## src/rtl/chip8_mem_arbiter.sv

```systemverilog
// Shares the single 4 KB CHIP-8 RAM between the CPU, the host ROM loader and the sprite fetcher.
// The CPU wins every cycle it strobes, the loader owns RAM during a session, and sprites use idle cycles.
module chip8_mem_arbiter #(
    parameter logic [11:0] LOAD_BASE    = 12'h200,
    parameter int          HOLD_CYCLES  = 2,
    parameter int          STARVE_LIMIT = 8
) (
    input  logic        clk,
    input  logic        reset_n,
    input  logic        cpu_mem_read,
    input  logic        cpu_mem_write,
    input  logic [11:0] cpu_mem_addr,
    input  logic [7:0]  cpu_mem_wdata,
    output logic [7:0]  cpu_mem_rdata,
    output logic        cpu_hold,
    input  logic        ld_start,
    input  logic        ld_valid,
    input  logic [7:0]  ld_data,
    input  logic        ld_last,
    output logic        ld_ready,
    output logic        ld_busy,
    output logic        ld_err,
    input  logic        spr_req,
    input  logic [11:0] spr_addr,
    output logic        spr_gnt,
    output logic        spr_rvalid,
    output logic [7:0]  spr_rdata,
    output logic        spr_starve,
    output logic        ram_en,
    output logic        ram_we,
    output logic [11:0] ram_addr,
    output logic [7:0]  ram_wdata,
    input  logic [7:0]  ram_rdata
);

    localparam int HW = (HOLD_CYCLES > 1) ? $clog2(HOLD_CYCLES) : 1;
    localparam int SW = $clog2(STARVE_LIMIT + 1);

    typedef enum logic [1:0] {
        ST_RUN,
        ST_HOLD,
        ST_LOAD,
        ST_RELEASE
    } state_t;

    state_t          state;
    logic [HW-1:0]   hold_cnt;
    logic [11:0]     load_cnt;
    logic [SW-1:0]   starve_cnt;
    logic            cpu_access;
    logic            ld_accept;
    logic [11:0]     load_addr;

    assign cpu_access    = (state == ST_RUN) && (cpu_mem_read || cpu_mem_write);
    assign ld_ready      = (state == ST_LOAD) && !ld_err;
    assign ld_accept     = ld_valid && ld_ready;
    assign load_addr     = LOAD_BASE + load_cnt;
    assign cpu_mem_rdata = ram_rdata;
    assign spr_starve    = (starve_cnt == SW'(STARVE_LIMIT));

    // Sprites only ever get cycles nobody else wants.
    always_comb begin
        spr_gnt = 1'b0;
        case (state)
            ST_RUN:     spr_gnt = spr_req && !cpu_access;
            ST_HOLD:    spr_gnt = spr_req;
            ST_LOAD:    spr_gnt = spr_req && !ld_valid;
            ST_RELEASE: spr_gnt = spr_req;
            default:    spr_gnt = 1'b0;
        endcase
    end

    always_comb begin
        ram_en    = 1'b0;
        ram_we    = 1'b0;
        ram_addr  = 12'h000;
        ram_wdata = 8'h00;
        if (ld_accept) begin
            ram_en    = 1'b1;
            ram_we    = 1'b1;
            ram_addr  = load_addr;
            ram_wdata = ld_data;
        end else if (cpu_access) begin
            ram_en    = 1'b1;
            ram_we    = cpu_mem_write;
            ram_addr  = cpu_mem_addr;
            ram_wdata = cpu_mem_write ? cpu_mem_wdata : 8'h00;
        end else if (spr_gnt) begin
            ram_en   = 1'b1;
            ram_addr = spr_addr;
        end
    end

    // Load-session FSM; a byte landing on 0xFFF poisons the rest of the image until ld_last.
    always_ff @(posedge clk or negedge reset_n) begin
        if (!reset_n) begin
            state    <= ST_RUN;
            hold_cnt <= '0;
            load_cnt <= 12'h000;
            ld_err   <= 1'b0;
            cpu_hold <= 1'b0;
            ld_busy  <= 1'b0;
        end else begin
            case (state)
                ST_RUN: begin
                    if (ld_start) begin
                        state    <= ST_HOLD;
                        hold_cnt <= '0;
                        load_cnt <= 12'h000;
                        ld_err   <= 1'b0;
                        cpu_hold <= 1'b1;
                        ld_busy  <= 1'b1;
                    end
                end
                ST_HOLD: begin
                    if (hold_cnt == HW'(HOLD_CYCLES - 1)) begin
                        state <= ST_LOAD;
                    end else begin
                        hold_cnt <= hold_cnt + HW'(1);
                    end
                end
                ST_LOAD: begin
                    if (ld_accept) begin
                        load_cnt <= load_cnt + 12'd1;
                        if (load_addr == 12'hFFF) begin
                            ld_err <= 1'b1;
                        end
                        if (ld_last) begin
                            state   <= ST_RELEASE;
                            ld_busy <= 1'b0;
                        end
                    end else if (ld_err && ld_valid && ld_last) begin
                        state   <= ST_RELEASE;
                        ld_busy <= 1'b0;
                    end
                end
                ST_RELEASE: begin
                    state    <= ST_RUN;
                    cpu_hold <= 1'b0;
                end
                default: begin
                    state    <= ST_RUN;
                    cpu_hold <= 1'b0;
                    ld_busy  <= 1'b0;
                end
            endcase
        end
    end

    // Sprite read return path and starvation tracking.
    always_ff @(posedge clk or negedge reset_n) begin
        if (!reset_n) begin
            spr_rvalid <= 1'b0;
            spr_rdata  <= 8'h00;
            starve_cnt <= '0;
        end else begin
            spr_rvalid <= spr_gnt;
            if (spr_gnt) begin
                spr_rdata <= ram_rdata;
            end
            if (!spr_req || spr_gnt) begin
                starve_cnt <= '0;
            end else if (starve_cnt != SW'(STARVE_LIMIT)) begin
                starve_cnt <= starve_cnt + SW'(1);
            end
        end
    end

endmodule

```

## config.mk

```make
export PLATFORM = sky130hd
export DESIGN_NAME = chip8_mem_arbiter
export DESIGN_NICKNAME = d
export VERILOG_FILES = /design/src/rtl/chip8_mem_arbiter.sv
export SDC_FILE = /design/constraint.sdc
export NUM_CORES = 1
export LEC_CHECK = 0
export ABC_AREA = 1
export CAP_MARGIN = 20
export CORE_UTILIZATION = 47
export DETAILED_ROUTE_END_ITERATION = 6
export GPL_TIMING_DRIVEN = 0
export PLACE_DENSITY = 0.88
export SETUP_SLACK_MARGIN = 0.02
export SKIP_CTS_REPAIR_TIMING = 1
export SLEW_MARGIN = 20
export SYNTH_ARGS = -nofsm -noshare
export SYNTH_HDL_FRONTEND = slang
export SYNTH_SLANG_ARGS = --single-unit
```

## constraint.sdc

```tcl
create_clock -name clk -period 2.2 [get_ports clk]
set_input_delay 0.22 -clock clk [delete_from_list [all_inputs] [get_ports clk]]
set_output_delay 0.22 -clock clk [all_outputs]
set_load 0.01 [all_outputs]
```

Word level (Yosys, flattened, before mapping)
Index checks and enable logic that the tools add are counted.
{"block": "totals", "elab_cells": 85, "input_bits": 56, "regBits": 31}
{"block": "classes", "reduce_logical": 25, "muxes": 35, "eq_ne": 12, "addsub": 4}
{"cell": "2-to-1 mux 12 bit", "n": 5}
{"cell": "2-to-1 mux 8 bit", "n": 3}
{"cell": "case mux 12 bit (2 select lines)", "n": 1}
{"cell": "2-to-1 mux 1 bit", "n": 13}
{"cell": "adder 10 x 12 -> 12 bit (first input constant)", "n": 1}
{"cell": "adder 12 x 1 -> 12 bit (second input constant)", "n": 1}
{"cell": "equality test 12 bit (second input constant)", "n": 1}
{"cell": "AND reduction 4 bit", "n": 3}
{"cell": "2-to-1 mux 2 bit", "n": 5}
{"cell": "2-to-1 mux 4 bit", "n": 2}
{"cell": "case mux 1 bit (2 select lines)", "n": 4}
{"cell": "case mux 2 bit (4 select lines)", "n": 1}
{"cell": "nonzero test 2 bit", "n": 4}
{"cell": "logical AND 1 bit", "n": 7}
{"cell": "!= test 2 bit (second input constant)", "n": 3}
{"cell": "adder 4 x 1 -> 4 bit (second input constant)", "n": 1}
{"cell": "equality test 2 bit (second input constant)", "n": 2}
{"cell": "equality test 4 bit (second input constant)", "n": 1}
{"cell": "zero test 1 bit", "n": 4}
{"cell": "!= test 4 bit (second input constant)", "n": 1}
{"cell": "AND reduction 2 bit", "n": 2}
{"cell": "!= test 3 x 2 -> 1 bit (second input constant)", "n": 1}
{"cell": "!= test 3 bit (second input constant)", "n": 1}
{"cell": "case mux 1 bit (3 select lines)", "n": 1}
{"cell": "other kinds (7)", "n": 8}

Depth between registers and ports, before layout
{"block": "depth", "word_depth": 8, "depth_mapped": 11, "depth_no_buf": 10}

Least setup slack after synthesis
Ideal clock, no wire load.
{"block": "synth_timing", "path_type": "reg2out", "from": "reg state[0]", "to": "out ram_addr[0]", "path_stages_with_launch": 11, "slack_ps": 509, "path_buffers": 2, "t_arrival_ps": 1471, "t_required_ps": 1980, "path_cell_list": "dfrtp_1 inv_1 ha_1 buf_6 inv_6 nor2_2 nor2_4 nand2_4 buf_6 nand3b_1 a21oi_1"}
{"block": "synth_via", "elab_chain_cells": 8}
{"item": "from (decl)", "line": "46", "source": "state_t state;"}
{"item": "from (signal assigned)", "line": "97", "source": "state <= ST_RUN;"}
{"item": "from (signal assigned)", "line": "107", "source": "state <= ST_HOLD;"}
{"item": "from (signal assigned)", "line": "117", "source": "state <= ST_LOAD;"}
{"item": "zero test 2 bit", "line": "54, 64"}
{"item": "logical AND 1 bit", "line": "54", "source": "assign cpu_access = (state == ST_RUN) && (cpu_mem_read || cpu_mem_write);"}
{"item": "zero test 1 bit", "line": "65", "source": "ST_RUN: spr_gnt = spr_req && !cpu_access;"}
{"item": "logical AND 1 bit", "line": "65"}
{"item": "case mux 1 bit (3 select lines)", "line": "64", "source": "case (state)"}
{"item": "2-to-1 mux 12 bit", "line": "88", "source": "end else if (spr_gnt) begin"}
{"item": "2-to-1 mux 12 bit", "line": "83", "source": "end else if (cpu_access) begin"}
{"item": "2-to-1 mux 12 bit *", "line": "78", "source": "if (ld_accept) begin"}
{"item": "to (decl)", "line": "31", "source": "output logic [11:0] ram_addr,"}
Mark *: on every way between the ends. The rest lies on a longest branch, timed or not.

Final worst setup path
{"block": "layout_timing", "from": "reg state[0]", "to": "out ram_wdata[0]"}
{"block": "layout_via", "elab_chain_cells": 4}
{"item": "zero test 2 bit or equality test 2 bit (tied branches)", "line": "54, 55"}
{"item": "logical AND 1 bit, on equally long branches", "line": "54, 55"}
{"item": "2-to-1 mux 8 bit or logical AND 1 bit (tied branches)", "line": "83, 56"}
{"item": "2-to-1 mux 8 bit *", "line": "78"}
{"item": "to (decl)", "line": "32", "source": "output logic [7:0] ram_wdata,"}
Marks and branches as above.

==> results.toml <==
[synth]
yosysSeqAreaShare_pct = 32.38
yosysWarnings = 0
synth_nets = 409
synth.top_cells.by_area = "dfrtp_1, nand2_1, inv_1"
synth_adder_area_share_pct = 4.700
syn_avg_cell_area_sq_um = 6.965
synthXorXnorAreaFrac_pct = 2.193
ys_types = 32
synth_compound_area_share_pct = 8.512
synth_top_family_by_area = "simple AND/OR/NAND/NOR gates"
yosys.area_share.simple_pct = 38.75
synthCells = 344
ys_async_sr_fraction_pct = 100.0
synth-seq-cells = 31
synth_edf_count = 0
synth_area_leader_cell = "dfrtp_1"
synthesis.area_sq_mm = 0.002396
synthMuxAreaShare_pct = 0
yosysMostFrequentCell = "nand2_1"
synthTopCellsByCount = "nand2_1, inv_1, nor2_1"
synth_top_area_share_pct = 32.38
synthFlopType = "dfrtp_1"

[worst_setup_path]
cp-start-kind = "flop"
endpoint_kind = "output port"
crit_family = "buffers and inverters"
r2r-start = "state[0]"
r2r_setup_slack_ns = 0.48
cp_cell_sequence = "inv_2, buf_6, ha_4, o21ai_4, nor2_4, nand3_2, nand2_1, clkdlybuf4s50_1"
worstSetupPathType = "reg2out"
crit_fanout = 8
r2r-end = "ld_err"
worstPathRequired_ns = 1.98
slowest_delay_ns = 0.52
r2r_cells = 9
crit_arrival_ns = 2.09
path_buf_inv = 3
crit_path_top_delay_cell = "clkdlybuf4s50_1"

[route]
wl_per_cell_um = 13.84
via_count = 2718
drt_drc_violations_left = 0
ant_nets = 0
wirelength_um = 7388
dr.pass1.iters = 4
drtIter0Drc = 163
via_per_inst = 5.090

[clocking]
clock_path_buffers = 2
clock-root-buffer = "clkbuf_8"
clock-sinks = 31
cts_buffers = 5
clk_latency_ns = 0.29
cts_tree = "built"
clkTransAtPathRegs_ns = 0.07
htreeDepth = 2

[timing]
slew_headroom_pct = 54.44
finalHoldViolCount = 31
rsz0062_at_grt = "yes"
layout_setup_ws_ns = -0.1085
period_needed_ns = 2.308
fin_setup_tns_ns = -0.2923
timing.hold.ws_ns = -0.03439
skew_ns = 0.003711
clock.fmax_ghz = 0.4332
report.final.slew_viol_count = 0
post-route-period-util_pct = 104.9
setup_violations = 7
worst_pin_slew_ns = 0.6834

[grt]
grtUsageTotal_pct = 26.09
grt_overflow_total = 0
antenna_found_initial = 0
grt_pass1_vias = 2419
grt_max_degree = 32
grt_pass1_wl_um = 10720

[floorplanning]
core-area_sq_mm = 0.004817
dieArea_sq_mm = 0.005388
initial_core_util_pct = 49.74
rows = 25
die_width_um = 73.40
fp.dieH_um = 73.40
num_io_pins = 101

[final_layout]
area.growth.synth_to_final_pct = 59.01
register_area_sq_um = 777.0
num-fill-cells = 335
drive_gt1_share_pct = 21.84
n_antenna_cell = 0
multi_input_area_sq_mm = 0.001395
finalNetCount = 531

[power_and_ir_drop]
sequentialPowerShare_pct = 20.0
intPower_mw = 2.419
combPwrFrac_pct = 66.1
swShare_pct = 42.92
clockPowerShare_pct = 13.9
leakage_nw = 1.988
peakVddDrop_mv = 0.7599
powerDensity_mw_per_mm2 = 1113
p_sw_mw = 1.819

[placed_design]
port_buffers = 100
dp_hpwl_um = 5242
gp_congestion = 0.9309

[status]
violations = "negative hold slack, negative setup slack"
outcome = "finished with violations"

[flow_run]
max_cap_violations = 0

[worst_hold_path]
hp-class = "in2async"
==> state kept, by name, indices dropped and copies added (netlist names) <==
signal	count
ld_err	1
cpu_hold	1
hold_cnt	1
spr_rvalid	1
ld_busy	1
state	2
starve_cnt	4
load_cnt	12
spr_rdata	8
==> routing by layer <==
| layer | vias to the layer above | part of all wire (%) | global-route usage, % |
|---|---|---|---|
| met1 | 1253 | 39 | 28.15 |
| met4 | 0 | 1.8 | 8.547 |
| met5 | - | 0 | 0 |
| li1 | 1328 | - | - |
| met3 | 13 | 11 | 8.093 |
| met2 | 124 | 48 | 48.25 |
==> worst max-delay path by stage <==
stage / start / cells after the start / slack, ns / endpoint
detailed placement: state[0] / 8 / -0.21 / ram_addr[9]
global route: state[0] / 8 / -0.18 / ram_wdata[0]
global placement: state[0] / 7 / -0.19 / ram_wdata[0]
CTS: state[0] / 8 / -0.52 / ram_addr[9]
finish: state[0] / 8 / -0.11 / ram_wdata[0]
floorplan: state[0] / 10 / 0.51 / ram_addr[0]
==> metrics by stage <==
| step | utilization, % | instance area (sq um) | std cells | total power, mW | setup slack, ns |
|---|---|---|---|---|---|
| 2_1_floorplan | - | 2396 | 344 | 2.261 | 0.5094 |
| 3_3_place_gp | 72.26 | 3481 | 511 | 3.266 | -0.1856 |
| 3_5_place_dp | 72.16 | 3476 | 511 | 3.329 | -0.2062 |
| 4_1_cts | 74.60 | 3593 | 519 | 3.934 | -0.5241 |
| 5_1_grt | 79.09 | 3810 | 534 | 4.535 | -0.1836 |
| 6_report | 79.09 | 3810 | 534 | 4.239 | -0.1085 |
==> kinds of logic after synthesis <==
family | Yosys count
AND/OR/NAND/NOR | 203
buffers and inverters | 59
AO/OA/AOI/OAI | 36
flip-flops | 31
adder cells (fa/ha/maj) | 9
XOR/XNOR | 6
==> power groups by stage <==
stage                     Clock (mW)  Sequential (mW)  Combinational, mW
after floorplan                    0            0.871               1.39
after detailed placement           0            0.846               2.48
after global placement             0            0.835               2.43
after global routing           0.617            0.865               3.05
final                          0.589            0.847               2.80
after CTS                      0.591            0.838               2.50
==> placed cells by master, fill, tap and decap left out, types with 4 or more instances in the layout <==
cell type / Yosys / routed
nand3_1: 21 / 20
nor2_1: 32 / 31
clkbuf_8: 0 / 6
buf_2: 8 / 18
nand2_4: 4 / 4
o21ai_0: 10 / 10
inv_2: 3 / 7
dfrtp_1: 31 / 30
buf_4: 8 / 20
clkdlybuf4s50_1: 0 / 77
inv_1: 32 / 25
buf_6: 6 / 12
nand3b_1: 14 / 14
a21oi_1: 19 / 10
nand2_1: 115 / 111
dlymetal6s2s_1: 0 / 10
nand4_1: 9 / 9
nand2_2: 1 / 5
ha_1: 9 / 7
a21oi_2: 1 / 10
==> layout make-up <==
type	count	share of cell area [%]
buffer	23	5.287
clock buffer	6	2.167
clock inverter	2	0.9195
inverter	36	3.941
multi-input combinational	254	36.62
sequential	31	20.39
tap	67	2.200
timing repair buffer	115	28.47
Power figures use the tool's default switching activity.
